`src/rtl/midi_pkg.sv`:
```
// Shared definitions for the MIDI transmit path.
// Holds the standard MIDI bit rate, status-byte range constants, the
// transmit FSM state type and helpers that classify a byte for the
// running-status logic.
package midi_pkg;

   localparam int         MIDI_BAUD     = 31250;
   localparam logic [7:0] ST_MASK       = 8'h80;
   localparam logic [7:0] SYS_COMMON_LO = 8'hF0;
   localparam logic [7:0] RT_LO         = 8'hF8;

   typedef enum logic [1:0] {
      ST_IDLE  = 2'd0,
      ST_START = 2'd1,
      ST_DATA  = 2'd2,
      ST_STOP  = 2'd3
   } tx_state_t;

   // Channel voice status: 0x80-0xEF.
   function automatic logic is_channel_status(input logic [7:0] b);
      return ((b & ST_MASK) != 8'h00) && (b < SYS_COMMON_LO);
   endfunction

   // System common: 0xF0-0xF7. These cancel any held running status.
   function automatic logic is_sys_common(input logic [7:0] b);
      return (b >= SYS_COMMON_LO) && (b < RT_LO);
   endfunction

endpackage

```
`src/rtl/midi_uart_tx_if.sv`:
```
// Handshake and status bundle of the MIDI transmitter.
//   in_data/in_valid/in_ready : FIFO byte stream from the MIDI-out formatter
//   rt_data/rt_valid/rt_ready : real-time byte request (bypasses the FIFO)
//   midi_txd                  : serial line, idle high
//   busy, fifo_level          : status
// master = byte source side, slave = transmitter.
interface midi_uart_tx_if #(
   parameter int FIFO_DEPTH = 16
);
   localparam int LVL_W = $clog2(FIFO_DEPTH) + 1;

   logic [7:0]       in_data;
   logic             in_valid;
   logic             in_ready;
   logic [7:0]       rt_data;
   logic             rt_valid;
   logic             rt_ready;
   logic             midi_txd;
   logic             busy;
   logic [LVL_W-1:0] fifo_level;

   modport master (
      output in_data, in_valid, rt_data, rt_valid,
      input  in_ready, rt_ready, midi_txd, busy, fifo_level
   );

   modport slave (
      input  in_data, in_valid, rt_data, rt_valid,
      output in_ready, rt_ready, midi_txd, busy, fifo_level
   );
endinterface

```
`src/rtl/midi_tx_fifo.sv`:
```
// Synchronous byte FIFO for the MIDI transmitter.
//   i_clk, i_rst : clock, synchronous active-high reset
//   push, wdata  : write request and data (ignored when full unless popping)
//   pop, rdata   : read request; rdata shows the head entry combinationally
//   full, empty, level : occupancy flags and count
// DEPTH must be a power of 2 so the pointers wrap for free.
module midi_tx_fifo #(
   parameter  int DEPTH = 16,
   localparam int AW    = $clog2(DEPTH),
   localparam int LW    = AW + 1
) (
   input  logic          i_clk,
   input  logic          i_rst,
   input  logic          push,
   input  logic          pop,
   input  logic [7:0]    wdata,
   output logic [7:0]    rdata,
   output logic          full,
   output logic          empty,
   output logic [LW-1:0] level
);
   import midi_pkg::*;

   localparam logic [LW-1:0] LVL_FULL = LW'(DEPTH);

   logic [7:0]    r_mem [DEPTH];
   logic [AW-1:0] r_wptr;
   logic [AW-1:0] r_rptr;
   logic [LW-1:0] r_level;
   logic          w_do_push;
   logic          w_do_pop;

   assign full  = (r_level == LVL_FULL);
   assign empty = (r_level == '0);
   assign level = r_level;
   assign rdata = r_mem[r_rptr];

   // A pop frees the slot the push needs, so both proceed even when full.
   assign w_do_pop  = pop && !empty;
   assign w_do_push = push && (!full || w_do_pop);

   always_ff @(posedge i_clk) begin
      if (i_rst) begin
         r_wptr  <= '0;
         r_rptr  <= '0;
         r_level <= '0;
      end else begin
         if (w_do_push) r_wptr <= r_wptr + AW'(1);
         if (w_do_pop)  r_rptr <= r_rptr + AW'(1);
         case ({w_do_push, w_do_pop})
            2'b10:   r_level <= r_level + LW'(1);
            2'b01:   r_level <= r_level - LW'(1);
            default: r_level <= r_level;
         endcase
      end
   end

   always_ff @(posedge i_clk) begin
      if (w_do_push) r_mem[r_wptr] <= wdata;
   end

endmodule

```
`src/rtl/midi_uart_tx.sv`:
```
// MIDI serial transmitter: 8N1, LSB first, idle high.
//   CLOCK_25 : system clock
//   iRST     : synchronous reset, active-high
//   bus      : midi_uart_tx_if slave (FIFO stream, real-time request,
//              serial line, busy, fifo_level)
// Real-time bytes wait in a one-entry holding register and win every
// frame-boundary selection over the FIFO. Repeated channel status bytes
// popped from the FIFO are dropped when RUNNING_STATUS is set.
//
// state    | meaning
// ---------+-----------------------------------------------
// ST_IDLE  | line high, selecting the next byte each cycle
// ST_START | start bit (0) for BIT_DIV cycles
// ST_DATA  | data bits 0..7, BIT_DIV cycles each
// ST_STOP  | stop bit (1); selects the next byte on its last cycle
module midi_uart_tx
   import midi_pkg::*;
#(
   parameter int CLK_HZ         = 25000000,
   parameter int BAUD           = MIDI_BAUD,
   parameter int FIFO_DEPTH     = 16,
   parameter int RUNNING_STATUS = 1
) (
   input  logic          CLOCK_25,
   input  logic          iRST,
   midi_uart_tx_if.slave bus
);
   localparam int BIT_DIV = CLK_HZ / BAUD;
   localparam int CNT_W   = (BIT_DIV > 1) ? $clog2(BIT_DIV) : 1;
   localparam int LW      = $clog2(FIFO_DEPTH) + 1;
   localparam logic [CNT_W-1:0] CNT_RELOAD = CNT_W'(BIT_DIV - 1);

   tx_state_t        r_state;
   tx_state_t        w_state_nxt;
   logic [CNT_W-1:0] r_baud_cnt;
   logic [2:0]       r_bit_cnt;
   logic [7:0]       r_shift;
   logic             r_txd;
   logic             w_txd_nxt;
   logic             r_stop_tail;
   logic [7:0]       r_rs;
   logic             r_rs_valid;
   logic [7:0]       r_rt_data;
   logic             r_rt_full;

   logic             w_tick;
   logic             w_sel;
   logic             w_take_rt;
   logic             w_pop;
   logic             w_discard;
   logic             w_load;
   logic [7:0]       w_load_byte;
   logic [7:0]       w_rdata;
   logic             w_full;
   logic             w_empty;
   logic [LW-1:0]    w_level;

   midi_tx_fifo #(.DEPTH(FIFO_DEPTH)) u_fifo (
      .i_clk (CLOCK_25),
      .i_rst (iRST),
      .push  (bus.in_valid && !w_full),
      .pop   (w_pop),
      .wdata (bus.in_data),
      .rdata (w_rdata),
      .full  (w_full),
      .empty (w_empty),
      .level (w_level)
   );

   assign w_tick = (r_baud_cnt == '0);

   // Selection points: any idle cycle, or the last cycle of a stop bit so
   // the next start bit follows with no gap.
   assign w_sel       = (r_state == ST_IDLE) || ((r_state == ST_STOP) && w_tick);
   assign w_take_rt   = w_sel && r_rt_full;
   assign w_pop       = w_sel && !r_rt_full && !w_empty;
   assign w_discard   = w_pop && (RUNNING_STATUS != 0) && r_rs_valid &&
                        is_channel_status(w_rdata) && (w_rdata == r_rs);
   assign w_load      = w_take_rt || (w_pop && !w_discard);
   assign w_load_byte = w_take_rt ? r_rt_data : w_rdata;

   assign bus.in_ready   = !w_full;
   assign bus.rt_ready   = !r_rt_full;
   assign bus.midi_txd   = r_txd;
   assign bus.fifo_level = w_level;
   // r_stop_tail covers the final cycle the stop bit is on the wire, since
   // r_txd lags the state by one clock.
   assign bus.busy       = (r_state != ST_IDLE) || !w_empty || r_rt_full || r_stop_tail;

   always_ff @(posedge CLOCK_25) begin
      if (iRST) r_state <= ST_IDLE;
      else      r_state <= w_state_nxt;
   end

   always_comb begin
      w_state_nxt = r_state;
      case (r_state)
         ST_IDLE:  if (w_load) w_state_nxt = ST_START;
         ST_START: if (w_tick) w_state_nxt = ST_DATA;
         ST_DATA:  if (w_tick && (r_bit_cnt == 3'd7)) w_state_nxt = ST_STOP;
         ST_STOP:  if (w_tick) w_state_nxt = w_load ? ST_START : ST_IDLE;
         default:  w_state_nxt = ST_IDLE;
      endcase
   end

   always_comb begin
      w_txd_nxt = 1'b1;
      case (r_state)
         ST_START: w_txd_nxt = 1'b0;
         ST_DATA:  w_txd_nxt = r_shift[0];
         default:  w_txd_nxt = 1'b1;
      endcase
   end

   always_ff @(posedge CLOCK_25) begin
      if (iRST) begin
         r_baud_cnt  <= '0;
         r_bit_cnt   <= '0;
         r_shift     <= '0;
         r_txd       <= 1'b1;
         r_stop_tail <= 1'b0;
         r_rs        <= '0;
         r_rs_valid  <= 1'b0;
      end else begin
         r_txd       <= w_txd_nxt;
         r_stop_tail <= (r_state == ST_STOP) && w_tick;

         if (w_load) begin
            r_shift    <= w_load_byte;
            r_baud_cnt <= CNT_RELOAD;
         end else if (r_state == ST_IDLE) begin
            r_baud_cnt <= '0;
         end else if (w_tick) begin
            r_baud_cnt <= CNT_RELOAD;
            if (r_state == ST_START) r_bit_cnt <= '0;
            if (r_state == ST_DATA) begin
               r_shift   <= {1'b0, r_shift[7:1]};
               r_bit_cnt <= r_bit_cnt + 3'd1;
            end
         end else begin
            r_baud_cnt <= r_baud_cnt - CNT_W'(1);
         end

         // Only FIFO bytes touch the held status; real-time bytes never do.
         if ((RUNNING_STATUS != 0) && w_pop && !w_discard) begin
            if (is_channel_status(w_rdata)) begin
               r_rs       <= w_rdata;
               r_rs_valid <= 1'b1;
            end else if (is_sys_common(w_rdata)) begin
               r_rs_valid <= 1'b0;
            end
         end
      end
   end

   always_ff @(posedge CLOCK_25) begin
      if (iRST) begin
         r_rt_full <= 1'b0;
         r_rt_data <= '0;
      end else begin
         if (w_take_rt) r_rt_full <= 1'b0;
         if (bus.rt_valid && !r_rt_full) begin
            r_rt_full <= 1'b1;
            r_rt_data <= bus.rt_data;
         end
      end
   end

endmodule
```
`src/flat_wrapper.sv`:
```
// flat-port wrapper written by rule: the top's interface ports become plain ports
module midi_uart_tx_flat import midi_pkg::*;
#(
   parameter int CLK_HZ         = 25000000,
   parameter int BAUD           = MIDI_BAUD,
   parameter int FIFO_DEPTH     = 16,
   parameter int RUNNING_STATUS = 1
)
  (CLOCK_25, iRST, bus_in_data, bus_in_valid, bus_rt_data, bus_rt_valid, bus_in_ready, bus_rt_ready, bus_midi_txd, bus_busy, bus_fifo_level);
  midi_uart_tx_if #(.FIFO_DEPTH(FIFO_DEPTH)) bus_i ();
  input  logic CLOCK_25;
  input  logic iRST;
  input wire logic [$bits(bus_i.in_data)-1:0] bus_in_data;
  input wire logic [$bits(bus_i.in_valid)-1:0] bus_in_valid;
  input wire logic [$bits(bus_i.rt_data)-1:0] bus_rt_data;
  input wire logic [$bits(bus_i.rt_valid)-1:0] bus_rt_valid;
  output wire logic [$bits(bus_i.in_ready)-1:0] bus_in_ready;
  output wire logic [$bits(bus_i.rt_ready)-1:0] bus_rt_ready;
  output wire logic [$bits(bus_i.midi_txd)-1:0] bus_midi_txd;
  output wire logic [$bits(bus_i.busy)-1:0] bus_busy;
  output wire logic [$bits(bus_i.fifo_level)-1:0] bus_fifo_level;
  assign bus_i.in_data = bus_in_data;
  assign bus_i.in_valid = bus_in_valid;
  assign bus_i.rt_data = bus_rt_data;
  assign bus_i.rt_valid = bus_rt_valid;
  assign bus_in_ready = bus_i.in_ready;
  assign bus_rt_ready = bus_i.rt_ready;
  assign bus_midi_txd = bus_i.midi_txd;
  assign bus_busy = bus_i.busy;
  assign bus_fifo_level = bus_i.fifo_level;
  midi_uart_tx #(.CLK_HZ(CLK_HZ), .BAUD(BAUD), .FIFO_DEPTH(FIFO_DEPTH), .RUNNING_STATUS(RUNNING_STATUS)) u_core (.CLOCK_25(CLOCK_25), .iRST(iRST), .bus(bus_i));
endmodule
```
`config.mk`:
```
export PLATFORM = sky130hd
export DESIGN_NAME = midi_uart_tx_flat
export DESIGN_NICKNAME = d
export VERILOG_FILES = /design/src/rtl/midi_pkg.sv /design/src/rtl/midi_uart_tx_if.sv /design/src/rtl/midi_tx_fifo.sv /design/src/rtl/midi_uart_tx.sv /design/src/flat_wrapper.sv
export SDC_FILE = /design/constraint.sdc
export NUM_CORES = 1
export LEC_CHECK = 0
export ABC_CLOCK_PERIOD_IN_PS = 6830
export CORE_ASPECT_RATIO = 1.25
export CORE_MARGIN = 2
export CORE_UTILIZATION = 50
export CTS_BUF_LIST = sky130_fd_sc_hd__clkbuf_4 sky130_fd_sc_hd__clkbuf_8
export DETAILED_ROUTE_END_ITERATION = 8
export PLACE_DENSITY_LB_ADDON = 0.1
export REMOVE_ABC_BUFFERS = 1
export SYNTH_ARGS = -nofsm -noshare
export SYNTH_HDL_FRONTEND = slang
export SYNTH_SLANG_ARGS = --single-unit
```
`constraint.sdc`:
```
create_clock -name CLOCK_25 -period 6.83 [get_ports CLOCK_25]
set_input_delay 1.0245 -clock CLOCK_25 [delete_from_list [all_inputs] [get_ports CLOCK_25]]
set_output_delay 1.0245 -clock CLOCK_25 [all_outputs]
set_load 0.05 [all_outputs]
```
==> results by group, run 1 <==
Global routing
  – GRT Total Usage: 19.7%
  – Largest net degree at the start of global routing: 56
  – Vias in the first global route: 4982
  – GR Overflow Total: 0
  – Initial antenna violation count: 0
  – First-pass GRT wire length: 26200 um

Worst setup path
  – Worst-path fanout max: 26
  – FF-to-FF End: u_core.r_shift[1]
  – CP Class: reg -> reg
  – Cell count of the worst reg-to-reg path: 9
  – Worst Path Arrival: 4540 ps
  – CP Capture Type: flop
  – R2r setup slk: 2640 ps
  – Critical Path RT: 7180 ps
  – Setup crit start kind: flop

Logic synthesis
  – Post-Syn Area: 8140 um^2
  – Unique cell type count in the Yosys netlist: 55
  – Seq/Total Area, Yosys: 62.0%
  – Yosys reg bits: 188
  – Commonest register cell after synthesis: edfxtp_1
  – Synth Warn #: 0
  – Post-Syn Instances: 596
  – Avg Inst Size Synth: 13.7 um^2
  – EDFF count, synth: 128
  – FFs w/ async S/R, synth: 0%

Status
  – Status: completed

Clock tree
  – Post-CTS Setup Bufs: 0
  – CTS Hold Bufs: 0
  – Total CTS buffers: 17
  – CTS tree: built
  – Sink Count: 188
  – Maximum clock path buffer count: 2
  – Clock Latency Late Sink: 470 ps
  – H-tree depth: 4
  – Clock root cell: clkbuf_8
  – Reg clk slew, reported paths: 90 ps
  – PostCTS Resize Cnt: 0

Floorplanning
  – Cell Rows: 52
  – Initial Util: 50.6%
  – Die height: 147 um
  – Core Footprint: 16100 um^2
  – Die Area: 17300 um^2
  – Die width: 118 um
  – I/O pin count: 29

Timing
  – Setup WS post-layout: 2640 ps
  – Peak Freq: 239 MHz
  – Fin Setup TNS: 0 ps
  – Final Critical Period: 4190 ps
  – RSZ-0062 raised after global routing: false
  – Slew @ Worst Pin: 1270 ps
  – Fin. Hold Viols: 0
  – Worst Skew: 14.0 ps
  – Final period util: 61.3%
  – Final setup vio count: 0
  – Worst rel slew slack: 15.0%
  – Final Slew Violations: 0
  – Worst hold slack: 467 ps

Drt
  – Via total after detailed routing: 4763
  – Drt drc: 0
  – Met3 Wirelength: 525 um
  – Final ANT Viol Nets: 0
  – Wire per inst: 19.2 um
  – DRT met1 WL: 6680 um
  – DRT Pass-1 Iters: 4
  – Met2 wire length: 8750 um
  – Vias per cell: 5.65
  – Highest Signal Layer: met4
  – Iter 0 DRT Violations: 318
  – Post-Route WL: 16200 um

Finish
  – Commonest non-fill, non-tap cell in the layout: edfxtp_1
  – Diodes inserted: 0
  – Cell area after layout: 8930 um^2
  – Area Overhead vs Synth: 9.72%
  – Fraction of layout cells with a size suffix above 1: 12.6%
  – Final net count: 653
  – Final core occ: 55.6%
  – Commonest cells after routing, fill and taps aside: edfxtp_1 (128), nor2_1 (60), dfxtp_1 (58)
  – Final Non-Filler Cells: 843

Min path
  – Worst Hold Class: reg -> reg
  – Hold-critical path depth: 2
  – Hold endpoint: u_core.r_rs[7]
  – Hold_sp: u_core.r_rs[7]

Power
  – Combinational Power Share: 32.5%
  – Power Dens Cells: 354 nW/um^2
  – Psw: 1.10 mW
  – VDD IR max: 0.184 mV
  – Internal power: 2.06 mW
  – Sw frac: 34.7%
  – Leakage: 2.95 nW
  – Power Total: 3.16 mW
  – Seq pwr share: 45.9%
  – Clock network power share: 21.6%

Placement
  – Input/output buffers: 28
  – Cells after DPL: 811
  – DP Worst Slack: 2740 ps
  – GPL Wtd Cong: 0.802
  – Placed wire-length estimate: 11000 um
  – Cell Area, Placed: 8570 um^2

Job
  – MaxCap Viol Count: 0
-- state kept, by name, summed over array words and instances, names as in the netlist, 2 cells and up, named ones only --
signal                count
u_core.u_fifo.r_mem     128
u_core.r_baud_cnt        10
u_core.r_rs               8
u_core.r_rt_data          8
u_core.r_shift            8
u_core.u_fifo.level       5
u_core.u_fifo.r_rptr      4
u_core.u_fifo.r_wptr      4
u_core.r_bit_cnt          3
u_core.r_state            2
-- layer usage --
metal,global-route usage [%],up-vias
met1,23.2,2383
met5,0,-
met3,4.18,20
met2,35.9,80
li1,-,2280
met4,6.20,0
-- how the worst max path moves through the flow --
stage / cells past startpoint / slack, ps / end / from
2_1_floorplan: 7 / 3020 / u_core.r_shift[7] / flop
3_3_place_gp: 14 / 2820 / u_core.u_fifo.level[4] / u_core.r_baud_cnt[5]
3_5_place_dp: 7 / 2740 / u_core.r_shift[1] / flop
4_1_cts: 9 / 2710 / u_core.r_shift[1] / flop
5_1_grt: 9 / 2320 / u_core.r_shift[4] / flop
6_report: 9 / 2640 / u_core.r_shift[1] / flop
-- power groups by stage --
stage | logic [mW] | registers, mW | clock network (mW)
after floorplan | 0.734 | 1.49 | 0
after global routing | 1.13 | 1.47 | 0.742
final | 1.03 | 1.45 | 0.682
after global placement | 1.00 | 1.47 | 0
after detailed placement | 1.03 | 1.48 | 0
after CTS | 1.03 | 1.45 | 0.700
-- cell type report --
class | instances | area [um^2]
fill | 1338 | 7140
tap | 216 | 270
inverter | 14 | 52.6
clock buffer | 18 | 241
sequential | 188 | 5050
multi-input combinational | 363 | 2910
clock inverter | 14 | 121
timing repair buffer | 30 | 290
-- synthesized netlist by cell type (7+ instances only) --
cell | instances | area (um^2)
buf_2 | 7 | 35.0
clkbuf_1 | 17 | 63.8
dfxtp_1 | 60 | 1200
o21ai_0 | 16 | 80.1
edfxtp_1 | 128 | 3840
or3_1 | 9 | 56.3
mux2i_1 | 32 | 320
a21oi_1 | 29 | 145
nand3_1 | 11 | 55.1
nand2_1 | 32 | 120
nor3_1 | 10 | 50.1
ha_1 | 18 | 225
a22oi_1 | 8 | 60.1
a211oi_1 | 7 | 52.6
nor2_1 | 60 | 225
inv_1 | 13 | 48.8
nor2b_1 | 7 | 43.8
xor2_1 | 10 | 87.6
nand2b_1 | 11 | 68.8
mux4_2 | 29 | 653
xnor2_1 | 10 | 87.6
-- cell families after synthesis --
logic type / Yosys count / share of synthesized area (%)
AOI/OAI and AO/OA: 86 / 7.06
xor gates and xnor gates: 20 / 2.15
adders and majority gates: 19 / 3.01
buffers and inverters: 45 / 2.55
DFF: 188 / 62.0
muxes: 66 / 12.7
and+or+nand+nor: 172 / 10.6
-- worst max-delay path: stages, from the launching register on --
cell and delay, ps:
dfxtp_2 530, buf_4 460, mux4_2 560, mux2i_1 210, mux2_2 280, xor2_1 180
nand4_1 230, nor3_1 1070, o21ai_0 210, a32o_1 320
(Power assumes the default switching activity.)
==> inputs of run 2 (changes only) <==
- ABC_CLOCK_PERIOD_IN_PS: 6830 -> 3430
- clock period: 6.83 -> 3.43 ns (I/O delays scaled with it)
==> run 2 against run 1 <==
Net effect: sequential power rose by 93%; critical path depth rose by 5; cell area rose by 3.3%; cell count rose by 3.9%; clock skew fell by 4.1 ps; worst setup slack got worse by 2400 ps; via count rose by 2.3%; routed wire length fell by 1.9%; global-route usage fell by 0.55 points; largest power group unchanged; highest routed layer unchanged.
==> results by group, run 2 (synthesized netlist as in run 1, its figures left out) <==
Floorplanning
  – Cell Rows: 52 (unchanged)
  – I/O pin count: 29 (unchanged)
  – Die Area: 17300 um^2 (unchanged)
  – Die height: 147 um (unchanged)
  – Initial Util: 50.6% (unchanged)
  – Core Footprint: 16100 um^2 (unchanged)
  – Die width: 118 um (unchanged)

Drt
  – DRT Pass-1 Iters: 4 (unchanged)
  – Drt drc: 0 (unchanged)
  – Post-Route WL: 15900 um (-1.9%)
  – Final ANT Viol Nets: 0 (unchanged)
  – Via total after detailed routing: 4874 (+2.3%)
  – Iter 0 DRT Violations: 339 (+6.6%)
  – Vias per cell: 5.56 (-1.5%)
  – Wire per inst: 18.2 um (-5.6%)

Status
  – Status: completed

Worst setup path
  – CP most frequent cell: a21oi_1
  – Cell count of the worst reg-to-reg path: 14 (+5)
  – Setup crit start kind: flop
  – Slowest cell delay on critical path: 410 ps (-660 ps)
  – FF-to-FF End: u_core.u_fifo.level[4]
  – CP Class: reg -> reg
  – R2r setup slk: 220 ps (-2420 ps)
  – Crit Reg-Reg Startpoint: u_core.r_baud_cnt[5]
  – Critical Path RT: 3800 ps (-3380 ps)
  – Worst-path fanout max: 6 (-77%)
  – CP Capture Type: flop
  – Worst Path Arrival: 3580 ps (-960 ps)
  – Worst-path cell chain: nor4_2 -> and4b_1 -> a21oi_1 -> or3_1 -> clkinv_1 -> ha_1 -> inv_1 -> fa_1 -> inv_1 -> a21o_1 -> a21oi_1 -> xnor2_1 -> or3_1 -> a21oi_1
  – Crit-path slowest cell: fa_1

Finish
  – Area Overhead vs Synth: 13.3%
  – Diodes inserted: 0 (unchanged)
  – Commonest non-fill, non-tap cell in the layout: edfxtp_1
  – Commonest cells after routing, fill and taps aside: edfxtp_1 (128), nor2_1 (60), dfxtp_1 (58)
  – Biggest regs: u_core.u_fifo.r_mem: 128 flops, u_core.r_baud_cnt: 10 flops
  – Biggest register: u_core.u_fifo.r_mem
  – Fraction of layout cells with a size suffix above 1: 16.7% (+4.1 points)
  – # fillers: 1327 (-0.82%)
  – Final net count: 686 (+5.1%)
  – Max reg flops: 128 (unchanged)

Timing
  – RSZ-0062 raised after global routing: false
  – Fin. Hold Viols: 0 (unchanged)
  – Worst rel slew slack: 35.4% (+20 points)
  – Slew @ Worst Pin: 968 ps (-297 ps)
  – Worst hold slack: 464 ps (-2.68 ps)
  – Peak Freq: 312 MHz (+31%)
  – Final Critical Period: 3210 ps (-979 ps)
  – Final Slew Violations: 0 (unchanged)
  – Worst Skew: 9.89 ps (-4.06 ps)
  – Final setup vio count: 0 (unchanged)
  – Fin Setup TNS: 0 ps (unchanged)
  – Final period util: 93.5% (+32 points)

Power
  – VDD IR max: 0.356 mV (+93%)
  – Power Dens Cells: 706 nW/um^2 (+99%)
  – Power Total: 6.51 mW (+110%)
  – Leakage: 3.12 nW (+6.0%)

Clock tree
  – CTS Hold Bufs: 0 (unchanged)
  – Total CTS buffers: 17 (unchanged)
  – CTS tree: built
  – Maximum clock path buffer count: 2 (unchanged)
  – Reg clk slew, reported paths: 100 ps (about the same)
  – Sink Count: 188 (unchanged)
  – H-tree depth: 4 (unchanged)
  – Clock root cell: clkbuf_8
  – Clock Latency Late Sink: 450 ps (-20 ps)

Placement
  – Placed wire-length estimate: 11200 um (+1.7%)
  – GPL Wtd Cong: 0.750 (-6.5%)
  – Input/output buffers: 28 (unchanged)

Min path
  – Hold-critical path depth: 2 (unchanged)
  – Hold endpoint: u_core.r_shift[0]
  – Worst Hold Class: reg -> reg
  – Hold_sp: u_core.r_rt_data[0]

Global routing
  – Initial antenna violation count: 0 (unchanged)
  – GRT Total Usage: 19.2% (-0.55 points)
  – Vias in the first global route: 4925 (-1.1%)
  – GR Overflow Total: 0 (unchanged)
  – Largest net degree at the start of global routing: 56 (unchanged)
  – First-pass GRT wire length: 25700 um (-2.1%)

Job
  – MaxCap Viol Count: 0 (unchanged)
## run 2: metal layers
| metal | wire [um] | track usage, % | share of wire, % | up-vias |
|---|---|---|---|---|
| li1 | - | - | - | 2351 |
| met4 | 94 | 5.18 | 0.59 | 0 |
| met5 | 0 | 0 | 0 | - |
| met2 | 8660 | 34.7 | 54 | 60 |
| met3 | 465 | 4.34 | 2.9 | 10 |
| met1 | 6690 | 22.9 | 42 | 2453 |
## run 2: final cells by class
class	instances	area [um^2]	share of cell area, %
Multi-Input combinational cell	363	2890	31.4
Sequential cell	188	5050	54.7
Inverter	14	52.6	0.570
Clock inverter	14	158	1.71
Tap cell	216	270	2.93
Clock buffer	18	241	2.62
Timing Repair Buffer	63	563	6.10
## run 2: worst max-delay path by stage
stage                                    start                      to  slack [ps]  cells past startpoint
after floorplan                           flop       u_core.r_shift[7]        -380                      7
after global placement    u_core.r_baud_cnt[5]  u_core.u_fifo.level[4]         250                     14
after detailed placement  u_core.r_baud_cnt[5]  u_core.u_fifo.level[4]         240                     14
after CTS                 u_core.r_baud_cnt[5]  u_core.u_fifo.level[4]         190                     14
after global routing      u_core.r_baud_cnt[5]  u_core.u_fifo.level[4]          30                     14
final                     u_core.r_baud_cnt[5]  u_core.u_fifo.level[4]         220                     14
## run 2: critical path: cells and delay by family (launching register included)
kind | cells | cell delay [ps]
and+or+nand+nor | 4 | 1280
adders and majority gates | 2 | 640
AOI/OAI and AO/OA | 4 | 430
DFF | 1 | 370
buffers and inverters | 3 | 250
xor gates and xnor gates | 1 | 130
## run 2: what timing repair did
| item | in CTS | in global routing |
|---|---|---|
| endpoints found under the hold margin | 0 | 0 |
| resized for setup | 0 | 1 |
| setup endpoints to repair | 0 | 1 |
| buffers inserted | 0 | 0 |
## run 2: metrics by stage
stage          setup WS [ps]  instance area (um^2)  utilization, %  std cells
6_report                 223                  9230            57.4        876
5_1_grt                 33.2                  9230            57.4        876
4_1_cts                  186                  9220            57.4        876
3_5_place_dp             238                  8820            54.9        844
3_3_place_gp             253                  8820            54.9        844
2_1_floorplan           -381                  7980               -        565
## run 2: power by group
group | leakage [nW] | switching, mW | total (mW) | internal [mW]
Sequential | 1.65 | 0.153 | 2.80 | 2.65
Combinational | 1.28 | 1.27 | 2.26 | 0.991
Clock | 0.192 | 0.780 | 1.45 | 0.671
Total | 3.12 | 2.21 | 6.51 | 4.31
